File: src/rtl/ex_forwarding_tracker.sv
// EX operand forwarding selects and load-use stall detection for the 5-stage MIPS pipeline.
// Optional counters: define FWD_STATS_EN.
module ex_forwarding_tracker #(
  parameter int NBITS_REG     = 5,
  parameter int CORTOCIRCUITO = 3
) (
  input  logic                     i_clk,
  input  logic                     i_reset,
  input  logic                     i_stall,
  input  logic                     i_flush,
  input  logic                     i_ID_valid,
  input  logic [NBITS_REG-1:0]     i_ID_rs,
  input  logic [NBITS_REG-1:0]     i_ID_rt,
  input  logic [NBITS_REG-1:0]     i_ID_rd,
  input  logic                     i_ID_RegWrite,
  input  logic                     i_ID_MemRead,
  output logic [CORTOCIRCUITO-1:0] o_EX_CortoA,
  output logic [CORTOCIRCUITO-1:0] o_EX_CortoB,
`ifdef FWD_STATS_EN
  output logic [15:0]              o_fwd_count,
  output logic [15:0]              o_stall_count,
`endif
  output logic                     o_hazard_stall
);

  typedef struct packed {
    logic                 valid;
    logic [NBITS_REG-1:0] rd;
    logic                 reg_write;
    logic                 mem_read;
  } slot_t;

  localparam logic [CORTOCIRCUITO-1:0] SEL_NONE  = '0;
  localparam logic [CORTOCIRCUITO-1:0] SEL_EXMEM = CORTOCIRCUITO'(1);
  localparam logic [CORTOCIRCUITO-1:0] SEL_MEMWB = CORTOCIRCUITO'(2);
  localparam logic [NBITS_REG-1:0]     REG_ZERO  = '0;

  slot_t ex_q;
  slot_t mem_q;
  slot_t wb_q;
  slot_t id_slot;
  slot_t ex_d;

  logic                     bubble;
  logic                     ld_hit;
  logic [CORTOCIRCUITO-1:0] sel_a_d;
  logic [CORTOCIRCUITO-1:0] sel_b_d;

  // WB slot is observability only; nothing downstream consumes it.
  logic wb_unused;
  assign wb_unused = ^wb_q;

  function automatic logic [CORTOCIRCUITO-1:0] pick(
    input logic [NBITS_REG-1:0] src,
    input slot_t                ex,
    input slot_t                mem
  );
    logic ex_hit;
    logic mem_hit;
    logic [CORTOCIRCUITO-1:0] sel;
    ex_hit  = ex.valid & ex.reg_write
            & (ex.rd == src) & (src != REG_ZERO);
    mem_hit = mem.valid & mem.reg_write
            & (mem.rd == src) & (src != REG_ZERO);
    sel = SEL_NONE;
    unique case (1'b1)
      ex_hit:             sel = SEL_EXMEM;
      !ex_hit && mem_hit: sel = SEL_MEMWB;
      default:            sel = SEL_NONE;
    endcase
    return sel;
  endfunction

  always_comb begin
    ld_hit = ex_q.valid & ex_q.mem_read
           & (ex_q.rd != REG_ZERO)
           & ((ex_q.rd == i_ID_rs) | (ex_q.rd == i_ID_rt));
    o_hazard_stall = i_ID_valid & ld_hit & ~i_flush;
  end

  always_comb begin
    id_slot.valid     = i_ID_valid;
    id_slot.rd        = i_ID_rd;
    id_slot.reg_write = i_ID_RegWrite;
    id_slot.mem_read  = i_ID_MemRead;
    bubble  = i_flush | o_hazard_stall;
    ex_d    = id_slot;
    sel_a_d = pick(i_ID_rs, ex_q, mem_q);
    sel_b_d = pick(i_ID_rt, ex_q, mem_q);
    if (bubble) begin
      ex_d    = '0;
      sel_a_d = SEL_NONE;
      sel_b_d = SEL_NONE;
    end
  end

  always_ff @(posedge i_clk or posedge i_reset) begin
    if (i_reset) begin
      ex_q        <= '0;
      mem_q       <= '0;
      wb_q        <= '0;
      o_EX_CortoA <= SEL_NONE;
      o_EX_CortoB <= SEL_NONE;
    end else if (!i_stall) begin
      wb_q        <= mem_q;
      mem_q       <= ex_q;
      ex_q        <= ex_d;
      o_EX_CortoA <= sel_a_d;
      o_EX_CortoB <= sel_b_d;
    end
  end

`ifdef FWD_STATS_EN
  logic fwd_evt;
  logic stall_evt;

  assign fwd_evt   = ~i_stall & ((sel_a_d != SEL_NONE) | (sel_b_d != SEL_NONE));
  assign stall_evt = ~i_stall & o_hazard_stall;

  always_ff @(posedge i_clk or posedge i_reset) begin
    if (i_reset) begin
      o_fwd_count   <= '0;
      o_stall_count <= '0;
    end else begin
      if (fwd_evt && o_fwd_count != 16'hFFFF)
        o_fwd_count <= o_fwd_count + 16'd1;
      if (stall_evt && o_stall_count != 16'hFFFF)
        o_stall_count <= o_stall_count + 16'd1;
    end
  end
`endif

endmodule

File: config.mk
export PLATFORM = sky130hd
export DESIGN_NAME = ex_forwarding_tracker
export DESIGN_NICKNAME = d
export VERILOG_FILES = /design/src/rtl/ex_forwarding_tracker.sv
export SDC_FILE = /design/constraint.sdc
export NUM_CORES = 1
export LEC_CHECK = 0
export CAP_MARGIN = 20
export CORE_UTILIZATION = 45
export CTS_BUF_LIST = sky130_fd_sc_hd__clkbuf_4 sky130_fd_sc_hd__clkbuf_8
export CTS_CLUSTER_SIZE = 20
export DETAILED_ROUTE_END_ITERATION = 16
export PLACE_DENSITY = 0.86
export SLEW_MARGIN = 20
export SYNTH_ARGS = -nofsm -noshare
export SYNTH_HDL_FRONTEND = slang
export SYNTH_SLANG_ARGS = --single-unit
File: constraint.sdc
create_clock -name i_clk -period 2.3 [get_ports i_clk]
set_input_delay 0.46 -clock i_clk [delete_from_list [all_inputs] [get_ports i_clk]]
set_output_delay 0.46 -clock i_clk [all_outputs]
set_load 0.005 [all_outputs]
==> flow_summary.html <==
<table>
<tr><th>Metric</th><th>Value</th></tr>
<tr><th colspan="2">Outcome</th></tr>
<tr><td>Outcome</td><td>finished clean</td></tr>
<tr><th colspan="2">Final layout</th></tr>
<tr><td>Fin nets</td><td>~170</td></tr>
<tr><td>Top library cells by usage in the layout, fill and taps aside</td><td>34 x buf_4, 17 x dfrtp_1, 16 x xor2_1</td></tr>
<tr><td>Post-layout instance area</td><td>between 1500 and 2000 um2</td></tr>
<tr><td>Layout Utilization</td><td>0.7166</td></tr>
<tr><td>Fraction of final layout cells with drive strength greater than 1</td><td>0.3400</td></tr>
<tr><td>Relative area change from synthesis to final layout</td><td>51.37%</td></tr>
<tr><td>Number of antenna diodes</td><td>0</td></tr>
<tr><td>Fillers</td><td>approximately 180</td></tr>
<tr><td>Leading cell type in the layout, fill and taps excluded</td><td>buf_4</td></tr>
<tr><th colspan="2">Setup path</th></tr>
<tr><td>Required time of the critical path</td><td>roughly 1.8 ns</td></tr>
<tr><td>Cell-by-cell trace of the critical path</td><td>buf_4, xor2_1, nor2_2, a22oi_1, a211o_1, nor2_1, buf_2</td></tr>
<tr><td>Dominant delay contributor by cell family on the critical path</td><td>flip-flops</td></tr>
<tr><td>Kind of capture point of the worst setup path</td><td>output pin</td></tr>
<tr><td>Reg-to-reg endpoint</td><td>o_EX_CortoA[1]</td></tr>
<tr><td>Startpoint Class</td><td>flop</td></tr>
<tr><td>Standard cell with the maximum stage delay on the critical path</td><td>dfrtp_2</td></tr>
<tr><td>Startpoint-to-endpoint class of the critical path</td><td>reg2out</td></tr>
<tr><td>R2R Setup Slk</td><td>0.17 ns</td></tr>
<tr><td>Crit Reg-Reg Startpoint</td><td>ex_q[5]</td></tr>
<tr><td>Highest cell delay on the worst timing path</td><td>roughly 0.44 ns</td></tr>
<tr><td>Bufs and invs on worst path</td><td>2</td></tr>
<tr><td>Arrival time worst endpoint</td><td>around 1.8 ns</td></tr>
<tr><td>Reg2Reg Depth</td><td>12</td></tr>
<tr><td>CP Max Fanout</td><td>3</td></tr>
<tr><th colspan="2">Synthesis</th></tr>
<tr><td>Post-synthesis sequential area ratio</td><td>0.4540</td></tr>
<tr><td>Combinational family with the most area after synthesis</td><td>XOR/XNOR gates</td></tr>
<tr><td>Yosys warning total</td><td>0</td></tr>
<tr><td>Compound-gate portion of the synthesized area</td><td>0.1266</td></tr>
<tr><td>Number of distinct library cell variants in the gate-level netlist after synthesis</td><td>23</td></tr>
<tr><td>Synth Cell Area</td><td>roughly 1000 um2</td></tr>
<tr><td>Simple-gate share of the synthesized area</td><td>0.1374</td></tr>
<tr><td>Synth Area in Adders</td><td>0</td></tr>
<tr><td>Multiplexer fraction of the synthesized cell area</td><td>0.07527</td></tr>
<tr><td>Number of synthesized register bits</td><td>19</td></tr>
<tr><td>Mean Syn Cell Area</td><td>between 10 and 15 um2</td></tr>
<tr><td>Synthesized instance count</td><td>90</td></tr>
<tr><td>Xor/xnor share of the synthesized area</td><td>0.1673</td></tr>
<tr><th colspan="2">Drt</th></tr>
<tr><td>Post-detailed-route via-to-cell ratio</td><td>between 5 and 6</td></tr>
<tr><td>Starting DRC count in detailed routing</td><td>22</td></tr>
<tr><td>Number of nets with antenna violations after detailed routing</td><td>0</td></tr>
<tr><td>Remaining design rule violation count</td><td>0</td></tr>
<tr><td>Average detailed-routed wire length per instance</td><td>between 10 and 15 um</td></tr>
<tr><td>Total wirelength of the detailed-routed design</td><td>~2600 um</td></tr>
<tr><td>Number of vias after detailed routing</td><td>a little under 1000</td></tr>
<tr><td>Drt first pass iters</td><td>4</td></tr>
<tr><th colspan="2">Worst hold path</th></tr>
<tr><td>Origin of the worst min-delay path</td><td>o_EX_CortoB[1]</td></tr>
<tr><td>Worst hold path class</td><td>reg2reg</td></tr>
<tr><td>Hold depth</td><td>1</td></tr>
<tr><td>Worst-case hold path end point</td><td>o_EX_CortoB[1]</td></tr>
<tr><th colspan="2">Die</th></tr>
<tr><td>Width of the die</td><td>about 50 um</td></tr>
<tr><td>Core area</td><td>about 2200 um2</td></tr>
<tr><td>Number of primary I/O pins</td><td>29</td></tr>
<tr><td>Initial Util</td><td>0.4734</td></tr>
<tr><td>Y dimension of the die</td><td>between 50 and 60 um</td></tr>
<tr><td>Core Rows</td><td>17</td></tr>
<tr><td>Area enclosed by the die boundary</td><td>around 2500 um2</td></tr>
<tr><th colspan="2">CTS</th></tr>
<tr><td>H-tree depth reported by CTS</td><td>1</td></tr>
<tr><td>Hold bufs inserted after CTS</td><td>0</td></tr>
<tr><td>Root buffer selected by CTS</td><td>clkbuf_4</td></tr>
<tr><td>Clock network latency to the later pin of the worst-skew pair</td><td>roughly 0.31 ns</td></tr>
<tr><td>Count of clock tree sinks</td><td>19</td></tr>
<tr><td>Clock tree buffer depth</td><td>2</td></tr>
<tr><td>Worst-path clk slew</td><td>0.11 ns</td></tr>
<tr><td>CTS buffer count</td><td>3</td></tr>
<tr><td>TritonCTS clock tree</td><td>built</td></tr>
<tr><th colspan="2">Timing</th></tr>
<tr><td>Final setup violation count</td><td>0</td></tr>
<tr><td>Achievable frequency</td><td>around 440 MHz</td></tr>
<tr><td>Total count of max-transition violations in the final report</td><td>0</td></tr>
<tr><td>Slew Limit Headroom</td><td>0.5319</td></tr>
<tr><td>Clock Skew</td><td>slightly above 0.005 ns</td></tr>
<tr><td>Count of endpoints failing hold in the final timing report</td><td>0</td></tr>
<tr><td>Final period utilization</td><td>0.9882</td></tr>
<tr><td>Worst Tran Pin Value</td><td>0.7014 ns</td></tr>
<tr><td>Minimum clock period after layout</td><td>~2.3 ns</td></tr>
<tr><th colspan="2">Power</th></tr>
<tr><td>Pwr Density</td><td>488.2 nW/um2</td></tr>
<tr><td>Lkg Pwr</td><td>~0.75 nW</td></tr>
<tr><td>Power share of the combinational group</td><td>0.259</td></tr>
<tr><td>Fraction of power spent switching nets</td><td>0.2760</td></tr>
<tr><td>Flop pwr share</td><td>0.499</td></tr>
<tr><td>Internal power</td><td>0.5603 mW</td></tr>
<tr><td>Overall power after layout</td><td>0.7739 mW</td></tr>
<tr><td>Clock share of power</td><td>0.242</td></tr>
<tr><td>Maximum vdd ir drop</td><td>between 400 and 500 uV</td></tr>
<tr><td>Total net switching power</td><td>0.2136 mW</td></tr>
<tr><th colspan="2">GRT</th></tr>
<tr><td>Final global-route overflow total</td><td>0</td></tr>
<tr><td>Global-route usage over all layers</td><td>0.2394</td></tr>
<tr><td>Wire length of the first global-routing pass</td><td>roughly 4500 um</td></tr>
<tr><td>Pin count of the biggest net entering global routing</td><td>20</td></tr>
<tr><td>Vias in the first global route</td><td>about 1000</td></tr>
<tr><td>Initial antenna violation count</td><td>0</td></tr>
<tr><th colspan="2">Placed design</th></tr>
<tr><td>HPWL after detailed placement</td><td>between 1500 and 2000 um</td></tr>
<tr><td>Number of port buffers</td><td>26</td></tr>
<tr><td>Placer Congestion</td><td>0.8960</td></tr>
<tr><td>Cell area reported after detailed placement</td><td>about 1500 um2</td></tr>
<tr><th colspan="2">Run</th></tr>
<tr><td>Number of max-cap violations</td><td>0</td></tr>
</table>
## worst max-delay path by stage
| stage | startpoint | to | slack [ns] | cells after the start |
|---|---|---|---|---|
| floorplan | i_ID_rt[3] | o_hazard_stall | 0.43 | 6 |
| finish | ex_q[4] | o_hazard_stall | 0.03 | 7 |
| CTS | ex_q[3] | o_hazard_stall | 0.06 | 6 |
| detailed placement | i_ID_rt[3] | o_hazard_stall | -0.42 | 7 |
| global placement | i_ID_rt[3] | o_hazard_stall | -0.38 | 7 |
| global route | ex_q[4] | o_hazard_stall | -0.01 | 7 |
## state kept, by name, summed over array words and instances, names as in the netlist
signal       count
ex_q             8
o_EX_CortoB      2
o_EX_CortoA      2
mem_q            7
## per-stage QoR
| stage | setup slack [ns] | setup TNS (ns) | hold slack [ns] | instances |
|---|---|---|---|---|
| 6_report | 0.02713 | 0 | 0.5100 | 178 |
| 5_1_grt | -0.01159 | -0.01159 | 0.5342 | 178 |
| 2_1_floorplan | 0.4337 | 0 | 0.4111 | 91 |
| 3_5_place_dp | -0.4205 | -0.4996 | 0.4906 | 160 |
| 3_3_place_gp | -0.3789 | -0.4418 | 0.4767 | 160 |
| 4_1_cts | 0.05604 | 0 | 0.5142 | 176 |
## area by class of cell
cell class,instances,area (um2),area share
Sequential cell,19,478.0,0.3015
Clock buffer,4,30.03,0.01894
Multi-Input combinational cell,66,540.5,0.3410
Timing Repair Buffer,60,498.0,0.3141
Inverter,1,3.754,0.002368
Tap cell,28,35.03,0.02210
## what timing repair did
action | CTS | global route
gates resized for setup | 17 | 0
pin swaps | 9 | 5
buffers inserted | 12 | 3
endpoints found under the setup margin | 1 | 3
## cell usage after synthesis
master    number  area [um2]
a211o_1        1       8.760
a22o_1         3       26.28
a22oi_1        1       7.510
a32o_1         9       90.09
and4_1         2       17.52
buf_4          2       15.01
buf_6          1       11.26
clkbuf_1       2       7.510
conb_1         1       3.750
dfrtp_1       19       475.5
inv_1          1       3.750
mux2_2         7       78.83
nand3_1        1       5.000
nand4_1        2       12.51
nor2_1         7       26.28
nor3_1         1       5.000
nor3_2         2       20.02
nor3b_1        1       7.510
nor4_1         4       25.02
nor4bb_1       1       10.01
or4_1          2       15.01
xnor2_1        4       35.03
xor2_1        16       140.1
## kinds of logic (layout without fill, tap and decap cells)
| kind of cell | after synthesis | in the layout |
|---|---|---|
| other | 1 | 2 |
| AO/OA/AOI/OAI | 14 | 14 |
| multiplexers | 7 | 7 |
| AND/OR/NAND/NOR | 23 | 23 |
| XOR/XNOR | 20 | 20 |
| flip-flops | 19 | 19 |
| buffers and inverters | 6 | 65 |
## power groups by stage
stage	Combinational [mW]	Sequential (mW)	Clock [mW]
2_1_floorplan	0.0883	0.386	0
3_3_place_gp	0.168	0.391	0
3_5_place_dp	0.176	0.393	0
4_1_cts	0.197	0.386	0.192
5_1_grt	0.220	0.390	0.204
6_report	0.201	0.386	0.187
## per-layer routing
layer | up-vias | routed length (um) | track usage
met3 | 3 | 98 | 0.03636
met2 | 28 | 1398 | 0.4356
met5 | - | 0 | 0
met4 | 0 | 38 | 0.07143
li1 | 459 | - | -
met1 | 482 | 1092 | 0.2854
Power figures use the tool's default switching activity.
